===== config.mk =====
export PLATFORM = sky130hd
export DESIGN_NAME = ioctl_upload_responder
export DESIGN_NICKNAME = d
export VERILOG_FILES = /design/src/rtl/ioctl_pkg.sv /design/src/rtl/ioctl_upload_responder_ram_read_pipe.sv /design/src/rtl/ioctl_upload_responder.sv
export SDC_FILE = /design/constraint.sdc
export NUM_CORES = 1
export LEC_CHECK = 0
export BUFFER_PORTS_ARGS = -buffer_cell sky130_fd_sc_hd__buf_4
export CAP_MARGIN = 40
export CELL_PAD_IN_SITES_DETAIL_PLACEMENT = 0
export CELL_PAD_IN_SITES_GLOBAL_PLACEMENT = 1
export CORE_ASPECT_RATIO = 0.5
export CORE_MARGIN = 5
export CORE_UTILIZATION = 35
export CTS_BUF_LIST = sky130_fd_sc_hd__clkbuf_4 sky130_fd_sc_hd__clkbuf_8
export DETAILED_ROUTE_END_ITERATION = 10
export GPL_ROUTABILITY_DRIVEN = 0
export HOLD_SLACK_MARGIN = 0.05
export PLACE_DENSITY = 0.88
export SYNTH_ARGS = -nofsm -noshare
export SYNTH_HDL_FRONTEND = slang
export SYNTH_SLANG_ARGS = --single-unit

===== constraint.sdc =====
create_clock -name clk_sys -period 2.2 [get_ports clk_sys]
set_input_delay 0.22 -clock clk_sys [delete_from_list [all_inputs] [get_ports clk_sys]]
set_output_delay 0.22 -clock clk_sys [all_outputs]
set_load 0.01 [all_outputs]

===== src/rtl/ioctl_pkg.sv =====
// Shared types and constants for the ioctl upload path.
// Used by the upload responder and its RAM read pipe.
package ioctl_pkg;

  localparam int IOCTL_ADDR_W = 25;
  localparam logic [7:0] IOCTL_FILL_BYTE = 8'hFF;

  typedef enum logic [2:0] {
    ST_IDLE,
    ST_REQ,
    ST_PAUSE,
    ST_READY,
    ST_FETCH,
    ST_HOLD
  } upl_state_e;

endpackage


===== src/rtl/ioctl_upload_responder_ram_read_pipe.sv =====
// RAM read issue and latency tracking for the upload responder.
// One strobe in, data_valid out RAM_LAT cycles later.
module ram_read_pipe #(
  parameter int ADDR_W  = 16,
  parameter int RAM_LAT = 1
) (
  input  logic              clk_sys,
  input  logic              reset_n,
  input  logic              load,
  input  logic [ADDR_W-1:0] load_addr,
  input  logic              start,
  input  logic              flush,
  input  logic [7:0]        ram_data,
  output logic [ADDR_W-1:0] ram_addr,
  output logic              ram_rd,
  output logic              data_valid,
  output logic [7:0]        data_out
);

  logic [RAM_LAT-1:0] sr_q;

  assign ram_rd     = start;
  assign data_valid = sr_q[RAM_LAT-1];
  assign data_out   = ram_data;

  // read strobe delay line; its tail marks ram_data as valid
  always_ff @(posedge clk_sys or negedge reset_n) begin
    if (!reset_n) begin
      sr_q <= '0;
    end else if (flush) begin
      sr_q <= '0;
    end else begin
      sr_q <= RAM_LAT'({sr_q, start});
    end
  end

  // RAM address is fixed at strobe acceptance
  always_ff @(posedge clk_sys or negedge reset_n) begin
    if (!reset_n) begin
      ram_addr <= '0;
    end else if (load) begin
      ram_addr <= load_addr;
    end
  end

endmodule


===== src/rtl/ioctl_upload_responder.sv =====
// Answers HPS upload reads with bytes from a paused core RAM region.
// Owns the session FSM, pending-save flag and ioctl_din register.
module ioctl_upload_responder
  import ioctl_pkg::*;
#(
  parameter int         ADDR_W       = 16,
  parameter int         LEN_W        = 16,
  parameter logic [7:0] UPLOAD_INDEX = 8'd4,
  parameter int         RAM_LAT      = 1
) (
  input  logic                    clk_sys,
  input  logic                    reset_n,
  input  logic                    ioctl_upload,
  input  logic [7:0]              ioctl_index,
  input  logic [IOCTL_ADDR_W-1:0] ioctl_addr,
  input  logic                    ioctl_rd,
  output logic [7:0]              ioctl_din,
  output logic                    ioctl_wait,
  output logic                    ioctl_upload_req,
  input  logic                    save_trigger,
  input  logic [ADDR_W-1:0]       region_base,
  input  logic [LEN_W-1:0]        region_len,
  output logic                    pause_req,
  input  logic                    ram_grant,
  output logic [ADDR_W-1:0]       ram_addr,
  output logic                    ram_rd,
  input  logic [7:0]              ram_data,
  output logic                    busy,
  output logic                    done
);

  upl_state_e state_q, state_d;

  logic       match;
  logic       in_sess;
  logic       end_sess;
  logic       accept;
  logic       start;
  logic       pend_q;
  logic       issued_q;
  logic       oor_q;
  logic       rd_valid;
  logic [7:0] rd_data;

  assign match   = ioctl_upload && (ioctl_index == UPLOAD_INDEX);
  assign in_sess = (state_q == ST_PAUSE) || (state_q == ST_READY) ||
                   (state_q == ST_FETCH) || (state_q == ST_HOLD);
  assign end_sess = in_sess && !ioctl_upload;
  assign accept   = ((state_q == ST_READY) || (state_q == ST_HOLD)) &&
                    ioctl_rd && ram_grant;
  assign start    = (state_q == ST_FETCH) && !oor_q && !issued_q &&
                    ram_grant && ioctl_upload;
  assign busy     = (state_q != ST_IDLE);

  ram_read_pipe #(
    .ADDR_W (ADDR_W),
    .RAM_LAT(RAM_LAT)
  ) u_pipe (
    .clk_sys   (clk_sys),
    .reset_n   (reset_n),
    .load      (accept),
    .load_addr (region_base + ioctl_addr[ADDR_W-1:0]),
    .start     (start),
    .flush     (state_q == ST_IDLE),
    .ram_data  (ram_data),
    .ram_addr  (ram_addr),
    .ram_rd    (ram_rd),
    .data_valid(rd_valid),
    .data_out  (rd_data)
  );

  // state register
  always_ff @(posedge clk_sys or negedge reset_n) begin
    if (!reset_n) state_q <= ST_IDLE;
    else          state_q <= state_d;
  end

  // next state and handshake outputs
  always_comb begin
    state_d          = state_q;
    ioctl_upload_req = 1'b0;
    pause_req        = 1'b0;
    ioctl_wait       = 1'b0;
    unique case (state_q)
      ST_IDLE: begin
        if (match)
          state_d = ST_PAUSE;
        else if (pend_q || (save_trigger && region_len != '0))
          state_d = ST_REQ;
      end
      ST_REQ: begin
        ioctl_upload_req = 1'b1;
        if (match) state_d = ST_PAUSE;
      end
      ST_PAUSE: begin
        pause_req  = 1'b1;
        ioctl_wait = 1'b1;
        if (end_sess)       state_d = ST_IDLE;
        else if (ram_grant) state_d = ST_READY;
      end
      ST_READY, ST_HOLD: begin
        pause_req  = 1'b1;
        ioctl_wait = !ram_grant;
        if (end_sess)    state_d = ST_IDLE;
        else if (accept) state_d = ST_FETCH;
        else             state_d = ST_READY;
      end
      ST_FETCH: begin
        pause_req  = 1'b1;
        ioctl_wait = 1'b1;
        if (end_sess)               state_d = ST_IDLE;
        else if (oor_q || rd_valid) state_d = ST_HOLD;
      end
      default: state_d = ST_IDLE;
    endcase
  end

  // fetch bookkeeping: range flag at acceptance, single issue per fetch
  always_ff @(posedge clk_sys or negedge reset_n) begin
    if (!reset_n) begin
      oor_q    <= 1'b0;
      issued_q <= 1'b0;
    end else begin
      if (accept)
        oor_q <= ioctl_addr >= IOCTL_ADDR_W'(region_len);
      if (state_q != ST_FETCH) issued_q <= 1'b0;
      else if (start)          issued_q <= 1'b1;
    end
  end

  // returned byte: fill for out-of-range, RAM data otherwise
  always_ff @(posedge clk_sys or negedge reset_n) begin
    if (!reset_n) begin
      ioctl_din <= 8'h00;
    end else if (state_q == ST_FETCH && !end_sess) begin
      if (oor_q)         ioctl_din <= IOCTL_FILL_BYTE;
      else if (rd_valid) ioctl_din <= rd_data;
    end
  end

  // pending save collapses repeated triggers while busy
  always_ff @(posedge clk_sys or negedge reset_n) begin
    if (!reset_n)               pend_q <= 1'b0;
    else if (state_q == ST_IDLE) pend_q <= 1'b0;
    else if (save_trigger)       pend_q <= 1'b1;
  end

  // session completion pulse
  always_ff @(posedge clk_sys or negedge reset_n) begin
    if (!reset_n) done <= 1'b0;
    else          done <= end_sess;
  end

endmodule


* Word-level counts from Yosys, hierarchy flattened *
Cells that the tools add are included.

storage, ports and cells
  flip-flop bits (word level) = 32
  latch bits = 0
  RAM bits = 0
  bits in read-only memories = 0
  bits of input ports = 79
  output and inout port bits = 30
  word-level logic and storage cells = 73
  memories = 0

operators by class
  add/subtract/negate cells = 1
  multiply operators = 0
  div/mod/pow operators = 0
  magnitude comparators = 1
  equality and inequality tests = 11
  shift-type cells = 0
  multiplexer cells = 20
  bitwise gates (word level) = 0
  reductions and logical operators = 32

operator list
  kind                                                             number
  3-bit two-way mux                                                9
  25-bit by 16-bit greater-or-equal comparator with 1-bit output   1
  16-bit adder                                                     1
  8-bit two-way mux                                                2
  16-bit nonzero test                                              1
  3-bit one-hot mux with 5 select lines                            1
  1-bit logical AND                                                10
  3-bit != test, second input constant                             3
  8-bit by 3-bit == test with 1-bit output, second input constant  1
  1-bit two-way mux                                                7
  3-bit by 2-bit == test with 1-bit output, second input constant  2
  3-bit == test, second input constant                             2
  1-bit logical OR                                                 6
  2-bit nonzero test                                               3
  1-bit zero test                                                  5
  4-bit AND reduction                                              1
  2-bit OR reduction                                               2
  4-bit OR reduction                                               1
  3-bit by 1-bit == test with 1-bit output, second input constant  1
  3-bit zero test                                                  1
  3-bit by 2-bit != test with 1-bit output, second input constant  1
  3-bit nonzero test                                               1
  2-bit != test, second input constant                             1
  1-bit one-hot mux with 2 select lines                            1
  2-bit AND reduction                                              1

* Depth between registers and ports, before layout *
Gate-level depths: netlist (run 1).

  depth after elaboration = 8
  mapped depth = 8
  depth with buffers taken out = 7

* By module *
Synthesis (run 1) repeated with hierarchy kept, for this count alone.

unflattened totals
  cells, all modules = 307
  area total of the unflattened synthesis = 2,753.9 µm²

by module, submodules not included
  module                  instances  cells an instance  area each (µm²)  seq. area each (µm²)
  ioctl_upload_responder  1          262                2,005.7          375.4
  ram_read_pipe           1          45                 748.2            425.4

* Least setup slack after synthesis (run 1) *
No wires, ideal clock.

  path kind = input to register
  start point = input ioctl_addr[0]
  end point = register u_pipe.ram_addr[14]
  setup time = 0.069 ns
  arrival = 1.790 ns
  required time = 2.131 ns
  setup slack = 0.341 ns
  cell stages on the path = 7
  buffers on the path = 0
  cell sequence = ha_1 > fa_1 > a211oi_1 > o21a_1 > nor3_1 > or3_1 > nand3_1

between the ends
  cells in the longest elaborated chain, start to end = 1

ends and longest elaborated chain
  what                  RTL line                                    source
  start, declared       ioctl_upload_responder.sv:15                input logic [IOCTL_ADDR_W-1:0] ioctl_addr,
  16-bit adder          ioctl_upload_responder.sv:62                .load_addr (region_base + ioctl_addr[ADDR_W-1:0]),
  end signal, assigned  ioctl_upload_responder_ram_read_pipe.sv:42  ram_addr <= load_addr;
  end, declared         ioctl_upload_responder_ram_read_pipe.sv:14  output logic [ADDR_W-1:0] ram_addr,

No other way between the ends.
A chain may end at the register's enable or synchronous reset.

* Worst setup path in the final report (run 1) *
  start point = register state_q[1]
  end point = output ram_rd

between the ends
  cells in the longest elaborated chain, start to end = 5

ends and longest elaborated chain
  what                             RTL line                      source
  start, declared                  ioctl_upload_responder.sv:32  upl_state_e state_q, state_d;
  start signal, assigned           ioctl_upload_responder.sv:75  else state_q <= state_d;
  3-bit == test                    ioctl_upload_responder.sv:51  assign start = (state_q == ST_FETCH) && !oor_q && !issued_q &&
  1-bit logical AND (3 in series)  ioctl_upload_responder.sv:51
  1-bit logical AND                ioctl_upload_responder.sv:52  ram_grant && ioctl_upload;
  end, declared                    ioctl_upload_responder.sv:26  output logic ram_rd,

No other way between the ends.

==> out/qor.yml, run 1 <==
cts_sinks: 32
final_antenna_net_count: 0
wl_per_cell_um: 13.7
clock-root-buffer: "clkbuf_8"
initialDrtViolationCount: 156
rsz0062_at_grt: "no"
cts-htree-levels: 2
path_buf_inv: 2
arrival_ns: 1.67
ys_seq_area_frac: 0.310
p_sw_w: 0.00108
synth_edf_count: 0
fmax_mhz: 529
cts_max_path_buffers: 2
cp_top_family: "simple AND/OR/NAND/NOR gates"
design.die.area_sq_um: 9310
die_w_um: 132
clkTransAtPathRegs_ns: 0.07
post-route-period-util: 0.860
peakVddDrop_mv: 0.277
rrSetupSlack_ns: 0.39
ys_seq_elements: 32
finClkSkew_ns: 0.00342
setup_ws_ns: 0.309
hpwlAfterDp_mm: 6.17
cp.required_ns: 1.98
cp_common_cell: "buf_4"
nNetsFinal: 545
critical_path_class: "reg -> out"
maxSlewViolCount: 0
dieHeight_um: 70.8
grt_antenna_before_repair: 0
hold_violations: 0
drive_gt1_frac: 0.297
slowest_delay_ns: 0.40
layout_commonest_cell: "buf_4"
power_density_nw_per_um2: 827
cp_max_fo: 9
setup_viol: 0
endpoint_kind: "primary output"
power.internal_w: 0.00195
crit-reg2reg-capture: "u_pipe.ram_addr[9]$_DFFE_PN0P_"
power_leakage_nw: 1.83
fillers: 742
swShare: 0.356
yosysWarnings: 0
mostFrequentLayoutCells: "buf_4, nor2_1, nand2_1, ha_1, dfrtp_1"
crit_slowest_cell: "dfrtp_1"
drv_cap: 0
cts_setup_buffers: 0
holdPathStages: 2
overflow: 0
worst_setup_path_start_kind: "flip-flop"
combinationalPowerShare: 0.487
grt_pass1_wl_mm: 12.2
r2r.worst_path.cells: 7
cts_tree: "done"
grt_pass1_vias: 2570
rr_startpoint: "state_q[2]$_DFFE_PN0P_"
rows: 22
vias: 2642
worstMarginPinSlew_ns: 0.483
areaGrowthSynthToFinish_pct: 41.5
pwr-share-clk: 0.184
path_depth: 5
synthesis.area_sq_um: 2590
cts_buffers: 5
design_area_sq_um: 3660
insertion_delay_ns: 0.28
syn-mean-instance-area_sq_um: 8.11
synth.distinct_cells: 49
fin_tns_setup_ns: 0
antenna_cells: 0
start_util: 0.356
holdCritPathClass: "in -> reg"
drt-vias-per-instance: 4.98
core_sq_um: 7270
io_buffers: 108
pwr-share-seq: 0.329
synth_cells: 319
period_minus_slack_ns: 1.89
dp_slack_ns: 0.0776
synth_flop_cell: "dfrtp_1"
syn_nets: 431
min_to: "pend_q$_DFFE_PN0P_"
grt_max_degree: 33
io_pins: 109
wirelength_mm: 7.27
async_flop_share: 1.00
route.detailed.drc: 0
path_cells: "buf_4 > nor2b_1 > nand2b_1 > nor4_1 > buf_4"
gr-usage-all-layers: 0.157
relSlewSlack: 0.675
firstDrtPassIters: 5
status: "finished, final reports clean"
worstHoldStart: "save_trigger"
dpl-instance-area_sq_um: 3530
timing repair:
| item | CTS | global route |
|---|---|---|
| hold endpoints to repair | 32 | 0 |
| gates resized for setup | 0 | 0 |
| setup endpoints to repair | 0 | 0 |
| hold buffers | 1 | 0 |
stage by stage:
stage          utilization  power (W)  instances  hold slack (ns)
3_5_place_dp         0.486    0.00250        520            0.184
5_1_grt              0.504    0.00329        530            0.150
2_1_floorplan            -    0.00176        319          -0.0756
6_report             0.504    0.00303        530            0.162
3_3_place_gp         0.486    0.00248        520            0.183
4_1_cts              0.503    0.00307        529            0.155
worst max-delay path by stage:
stage                                            endpoint                    from  slack (ns)
after global placement    u_pipe.ram_addr[14]$_DFFE_PN0P_           ioctl_addr[0]        0.12
after CTS                        ioctl_din[7]$_DFFE_PN0P_  state_q[1]$_DFFE_PN0P_        0.15
after floorplan           u_pipe.ram_addr[14]$_DFFE_PN0P_           ioctl_addr[0]        0.34
final                                              ram_rd  state_q[1]$_DFFE_PN0P_        0.31
after detailed placement  u_pipe.ram_addr[14]$_DFFE_PN0P_           ioctl_addr[0]        0.08
after global routing                               ram_rd  state_q[1]$_DFFE_PN0P_        0.18
cell type report:
class	instances	area, sq um	share of cell area
Clock buffer	6	76.3	0.0209
Clock inverter	2	35.0	0.00957
Inverter	26	97.6	0.0267
Multi-Input combinational cell	250	1640	0.449
Sequential cell	32	801	0.219
Tap cell	96	120	0.0328
Timing Repair Buffer	118	888	0.243
metal layers:
| metal | GRT usage | share of wire | up-vias |
|---|---|---|---|
| li1 | - | - | 1376 |
| met1 | 0.222 | 0.50 | 1213 |
| met2 | 0.249 | 0.46 | 49 |
| met3 | 0.0270 | 0.036 | 4 |
| met4 | 0.0433 | 0.0076 | 0 |
| met5 | 0 | 0 | - |
cells by family (layout without fill, tap and decap cells):
group / Yosys count / in the layout / synth area share
and+or+nand+nor: 121 / 121 / 0.226
AOI/OAI and AO/OA: 85 / 85 / 0.209
buffers and inverters: 37 / 152 / 0.0556
adders and majority gates: 33 / 33 / 0.163
DFF: 32 / 32 / 0.310
xor gates and xnor gates: 11 / 11 / 0.0373
Yosys cell counts, types with 4 or more instances:
library cell | number | area share
a21oi_1 | 30 | 0.058
inv_1 | 26 | 0.038
nor2_1 | 37 | 0.054
nand2b_1 | 4 | 0.0097
dfrtp_1 | 32 | 0.31
ha_1 | 32 | 0.15
a211oi_1 | 5 | 0.015
nand3_1 | 11 | 0.021
a21o_1 | 4 | 0.012
o21ai_0 | 18 | 0.035
xnor2_1 | 4 | 0.014
xor2_1 | 7 | 0.024
buf_2 | 4 | 0.0077
nand2_1 | 32 | 0.046
clkbuf_1 | 7 | 0.010
nor4_1 | 10 | 0.024
o21a_1 | 4 | 0.012
power by group through the flow:
stage / clock (W) / combinational (W) / sequential [W]
3_5_place_dp: 0 / 0.00149 / 0.00101
6_report: 0.000557 / 0.00147 / 0.000996
2_1_floorplan: 0 / 0.000683 / 0.00108
4_1_cts: 0.000575 / 0.00150 / 0.00100
5_1_grt: 0.000611 / 0.00165 / 0.00103
3_3_place_gp: 0 / 0.00148 / 0.00100
state kept, by name, indices dropped and copies added, names as in the netlist:
name / flops
oor_q: 1
pend_q: 1
done: 1
u_pipe.ram_addr: 16
issued_q: 1
state_q: 3
u_pipe.data_valid: 1
ioctl_din: 8
(Power assumes the default switching activity.)
==> run 2, diff against run 1 <==
--- a/constraint.sdc
+++ b/constraint.sdc
@@ -3,2 +3,2 @@
 set_output_delay 0.22 -clock clk_sys [all_outputs]
-set_load 0.01 [all_outputs]
+set_load 0.1 [all_outputs]
==> out/qor.yml, run 2 (same netlist as run 1, synthesis figures left out) <==
status: "finished, final reports clean"
route.detailed.drc: 0  # unchanged
largest_reg_flops: 16  # unchanged
rsz0062_at_grt: "no"
grt_max_degree: 33  # unchanged
power_leakage_nw: 1.82  # -0.35%
slowest_delay_ns: 0.38  # -0.02 ns
cts_tree: "done"
clkTransAtPathRegs_ns: 0.07  # about the same
power_density_nw_per_um2: 1290  # +57%
antenna_cells: 0  # unchanged
grt_pass1_wl_mm: 12.4  # +0.91%
fmax_mhz: 489  # -7.6%
gr-usage-all-layers: 0.157  # -0.000376
die_w_um: 132  # unchanged
top_regs: "u_pipe.ram_addr (16), ioctl_din (8), state_q (3)"
overflow: 0  # unchanged
cp_common_cell: "buf_4"
firstDrtPassIters: 5  # unchanged
wl_per_cell_um: 13.7  # +0.14%
core_sq_um: 7270  # unchanged
path_cells: "buf_4 > nor2b_1 > nand2b_1 > buf_4 > nor4_4 > buf_4"
cp_top_family: "buffers and inverters"
post-route-period-util: 0.930  # +0.0708
insertion_delay_ns: 0.28  # about the same
dp_slack_ns: 0.0814  # +0.00380 ns
io_pins: 109  # unchanged
fillers: 743  # +0.13%
clock-root-buffer: "clkbuf_8"
period_minus_slack_ns: 2.05  # +0.156 ns
layout_commonest_cell: "buf_4"
finalPower_w: 0.00475  # +57%
grt.met2_usage: 0.252  # +0.00281
worst_setup_path_start_kind: "flip-flop"
endpoint_kind: "primary output"
busiest_layer: "met2"
dieHeight_um: 70.8  # unchanged
cp.required_ns: 1.98  # about the same
cts_max_path_buffers: 2  # unchanged
fin_tns_setup_ns: 0  # unchanged
finClkSkew_ns: 0.00371  # +0.000296 ns
drive_gt1_frac: 0.306  # +0.00851
drt-vias-per-instance: 4.99  # about the same
initialDrtViolationCount: 188  # +21%
peakVddDrop_mv: 0.725  # +160%
drv_cap: 0  # unchanged
final_antenna_net_count: 0  # unchanged
wirelength_mm: 7.30  # +0.33%
areaGrowthSynthToFinish_pct: 41.9
cts_setup_buffers: 0  # unchanged
arrival_ns: 1.83  # +0.16 ns
hpwlAfterDp_mm: 6.13  # -0.64%
crit_slowest_cell: "dfrtp_1"
start_util: 0.356  # unchanged
design.die.area_sq_um: 9310  # unchanged
grt_antenna_before_repair: 0  # unchanged
critical_path_class: "reg -> out"
grt_pass1_vias: 2524  # -1.8%
mostFrequentLayoutCells: "buf_4, nor2_1, nand2_1, dfrtp_1, ha_1"
grt_use_met3: 0.0241  # -0.00284
io_buffers: 108  # unchanged
hold_violations: 0  # unchanged
setup_ws_ns: 0.153  # -0.156 ns
holdCritPathClass: "in -> reg"
nNetsFinal: 546  # +0.18%
path_buf_inv: 3  # +1
rows: 22  # unchanged
cts_buffers: 5  # unchanged
cts_sinks: 32  # unchanged
worstMarginPinSlew_ns: 0.889  # +0.406 ns
relSlewSlack: 0.404  # -0.271
setup_viol: 0  # unchanged
grtUsageMet1: 0.222  # about the same
vias: 2648  # +0.23%
cts-htree-levels: 2  # unchanged
regMostFlops: "u_pipe.ram_addr"
cp_max_fo: 9  # unchanged
maxSlewViolCount: 0  # unchanged
run 2: cell count changes in the layout (fill, tap and decap cells not counted), sizes merged:
| cell | change |
|---|---|
| clkinv | +1 |
| buf | +1 |
| bufinv | -1 |
run 2: path summary, 6_finish.rpt:
check	startpoint	endpoint	slack, ns	cells after the start
worst max-delay path	state_q[1]$_DFFE_PN0P_	ram_rd	0.15	6
worst min-delay path	save_trigger	pend_q$_DFFE_PN0P_	0.17	2
worst max register to register	state_q[2]$_DFFE_PN0P_	ioctl_din[3]$_DFFE_PN0P_	0.28	4
worst min register to register	u_pipe.ram_addr[0]$_DFFE_PN0P_	u_pipe.ram_addr[0]$_DFFE_PN0P_	0.47	2
max in group asynchronous	reset_n	ioctl_din[7]$_DFFE_PN0P_	1.49	2
min in group asynchronous	reset_n	u_pipe.ram_addr[3]$_DFFE_PN0P_	0.41	2
run 2: per-layer routing:
| layer | part of all wire | wire length [um] |
|---|---|---|
| met5 | 0 | 0 |
| met2 | 0.46 | 3340 |
| met3 | 0.039 | 281 |
| met1 | 0.49 | 3600 |
| met4 | 0.010 | 74 |
run 2: final cells by class:
cell class,count,area [sq um],share of cell area
inverters,26,97.6,0.0266
clock buffers,6,82.6,0.0225
repair buffers,119,896,0.244
well taps,96,120,0.0327
clock inverters,2,10.0,0.00273
multi-input cells,250,1660,0.453
flip-flops and latches,32,801,0.218
run 2: per-stage QoR:
step,area [sq um],std cells,utilization,hold slack (ns)
floorplan,2610,319,-,-0.0756
global placement,3570,522,0.491,0.187
detailed placement,3570,522,0.491,0.186
CTS,3670,531,0.505,0.160
global route,3670,531,0.505,0.154
finish,3670,531,0.505,0.168
run 2: repair_timing:
item / in CTS / in global routing
endpoints found under the hold margin: 32 / 0
gates resized for setup: 0 / 0
hold buffers: 1 / 0
run 2: power by group:
group	total [W]	switching [W]	leakage, nW	internal (W)
sequential	0.000996	0.000154	0.396	0.000842
clock	0.000466	0.000217	0.0510	0.000249
combinational	0.00329	0.00251	1.38	0.000779
total	0.00475	0.00288	1.82	0.00187
==> run 3, diff against run 2 <==
Settings changed: CELL_PAD_IN_SITES_DETAIL_PLACEMENT 0 to unset, CELL_PAD_IN_SITES_GLOBAL_PLACEMENT 1 to unset, CORE_UTILIZATION 35 to 40, PLACE_DENSITY 0.88 to 0.75.
==> out/qor.yml, run 3 (same netlist as run 1, synthesis figures left out) <==
mostFrequentLayoutCells: "buf_4, nor2_1, nand2_1, dfrtp_1, ha_1"
cp.required_ns: 1.98  # about the same
hold_violations: 0  # unchanged
clock-root-buffer: "clkbuf_8"
rrSetupSlack_ns: 0.24  # -0.04 ns
fmax_mhz: 502  # +2.7%
cts_buffers: 5  # unchanged
gr-usage-all-layers: 0.175  # +0.0187
io_pins: 109  # unchanged
overflow: 0  # unchanged
r2r.worst_path.cells: 5  # +1
fin_util: 0.593  # +0.0877
relSlewSlack: 0.414  # +0.00997
power_density_nw_per_um2: 1330  # +2.9%
rr_startpoint: "state_q[1]$_DFFE_PN0P_"
endpoint_kind: "primary output"
layout_commonest_cell: "buf_4"
clkTransAtPathRegs_ns: 0.07  # about the same
design_area_sq_um: 3660  # -0.17%
cts_tree: "done"
route.detailed.drc: 0  # unchanged
io_buffers: 108  # unchanged
worst_setup_path_start_kind: "flip-flop"
holdPathStages: 2  # unchanged
final_antenna_net_count: 0  # unchanged
cp_max_fo: 4  # -5
areaGrowthSynthToFinish_pct: 41.7
largest_reg_flops: 16  # unchanged
design.die.area_sq_um: 8270  # -11%
nNetsFinal: 542  # -0.73%
fillers: 605  # -19%
core_sq_um: 6180  # -15%
holdCritPathClass: "in -> reg"
worstHoldStart: "save_trigger"
fin_tns_setup_ns: 0  # unchanged
finalPower_w: 0.00488  # +2.8%
drt-vias-per-instance: 5.02  # +0.73%
rsz0062_at_grt: "no"
start_util: 0.418  # +0.0625
insertion_delay_ns: 0.28  # about the same
wl_per_cell_um: 13.7  # -0.18%
initialDrtViolationCount: 128  # -32%
regMostFlops: "u_pipe.ram_addr"
grt_pass1_wl_mm: 11.4  # -7.4%
status: "finished, final reports clean"
dp.cells: 510  # -2.3%
cts-htree-levels: 2  # unchanged
worstMarginPinSlew_ns: 0.874  # -0.0149 ns
firstDrtPassIters: 4  # -1
grt_pass1_vias: 2500  # -0.95%
crit-reg2reg-capture: "ioctl_din[0]$_DFFE_PN0P_"
cts_sinks: 32  # unchanged
cts_max_path_buffers: 2  # unchanged
post-route-period-util: 0.906  # -0.0243
peakVddDrop_mv: 0.700  # -3.5%
rows: 20  # -9.1%
grt_max_degree: 33  # unchanged
antenna_cells: 0  # unchanged
period_minus_slack_ns: 1.99  # -0.0534 ns
dieHeight_um: 66.9  # -5.5%
final_cells: 519  # -2.3%
setup_viol: 0  # unchanged
maxSlewViolCount: 0  # unchanged
power_leakage_nw: 1.82  # -0.33%
critical_path_class: "reg -> out"
die_w_um: 124  # -6.0%
arrival_ns: 1.77  # -0.06 ns
top_regs: "u_pipe.ram_addr (16), ioctl_din (8), state_q (3)"
wirelength_mm: 7.12  # -2.4%
min_to: "pend_q$_DFFE_PN0P_"
finClkSkew_ns: 0.00688  # +0.00317 ns
hpwlAfterDp_mm: 5.95  # -3.0%
grt_antenna_before_repair: 0  # unchanged
dpl-instance-area_sq_um: 3530  # -1.1%
drv_cap: 0  # unchanged
drive_gt1_frac: 0.299  # -0.00644
vias: 2607  # -1.5%
-- run 3: layout make-up --
type	instances	area, sq um	area share
clock buffer	7	96.3	0.0263
timing repair buffer	115	866	0.236
tap	88	110	0.0301
inverter	26	97.6	0.0266
multi-input combinational	250	1660	0.454
clock inverter	1	30.0	0.00820
sequential	32	801	0.219
-- run 3: worst max-delay path by stage --
stage	endpoint	start	slack [ns]	depth (start not counted)
2_1_floorplan	ram_rd	state_q[1]$_DFFE_PN0P_	0.05	4
3_3_place_gp	u_pipe.ram_addr[14]$_DFFE_PN0P_	ioctl_addr[0]	0.12	8
3_5_place_dp	u_pipe.ram_addr[14]$_DFFE_PN0P_	ioctl_addr[0]	0.09	8
4_1_cts	ram_rd	state_q[2]$_DFFE_PN0P_	0.18	5
5_1_grt	ioctl_din[0]$_DFFE_PN0P_	state_q[1]$_DFFE_PN0P_	0.03	5
6_report	ram_rd	state_q[2]$_DFFE_PN0P_	0.21	5
-- run 3: what timing repair did --
item                                    4_1_cts  5_1_grt
gates resized for setup                       0        0
endpoints found under the hold margin        32        0
endpoints found under the setup margin        0        0
setup buffers                                 0        0
hold buffers                                  1        0
-- run 3: per-stage QoR --
stage,hold slack (ns),setup slack (ns)
2_1_floorplan,-0.0756,0.0450
3_3_place_gp,0.179,0.120
3_5_place_dp,0.178,0.0931
4_1_cts,0.167,0.180
5_1_grt,0.163,0.0258
6_report,0.174,0.206
-- run 3: worst max-delay path, stage by stage (launching register included) --
cell	delay, ns
dfrtp_1	0.40
nor2b_1	0.26
nand2b_1	0.15
buf_4	0.18
nor4_4	0.19
buf_4	0.32
-- run 3: routing by layer --
metal	global-route usage	routed length, um	up-vias
met5	0	0	-
met4	0.0441	68	0
met3	0.0322	379	6
met2	0.281	3280	52
met1	0.244	3390	1182
li1	-	-	1367
-- run 3: power by group --
| part | leakage, nW | internal, W | switching (W) |
|---|---|---|---|
| sequential | 0.396 | 0.000842 | 0.000156 |
| clock | 0.0645 | 0.000399 | 0.000206 |
| combinational | 1.36 | 0.000768 | 0.00251 |
| total | 1.82 | 0.00201 | 0.00287 |
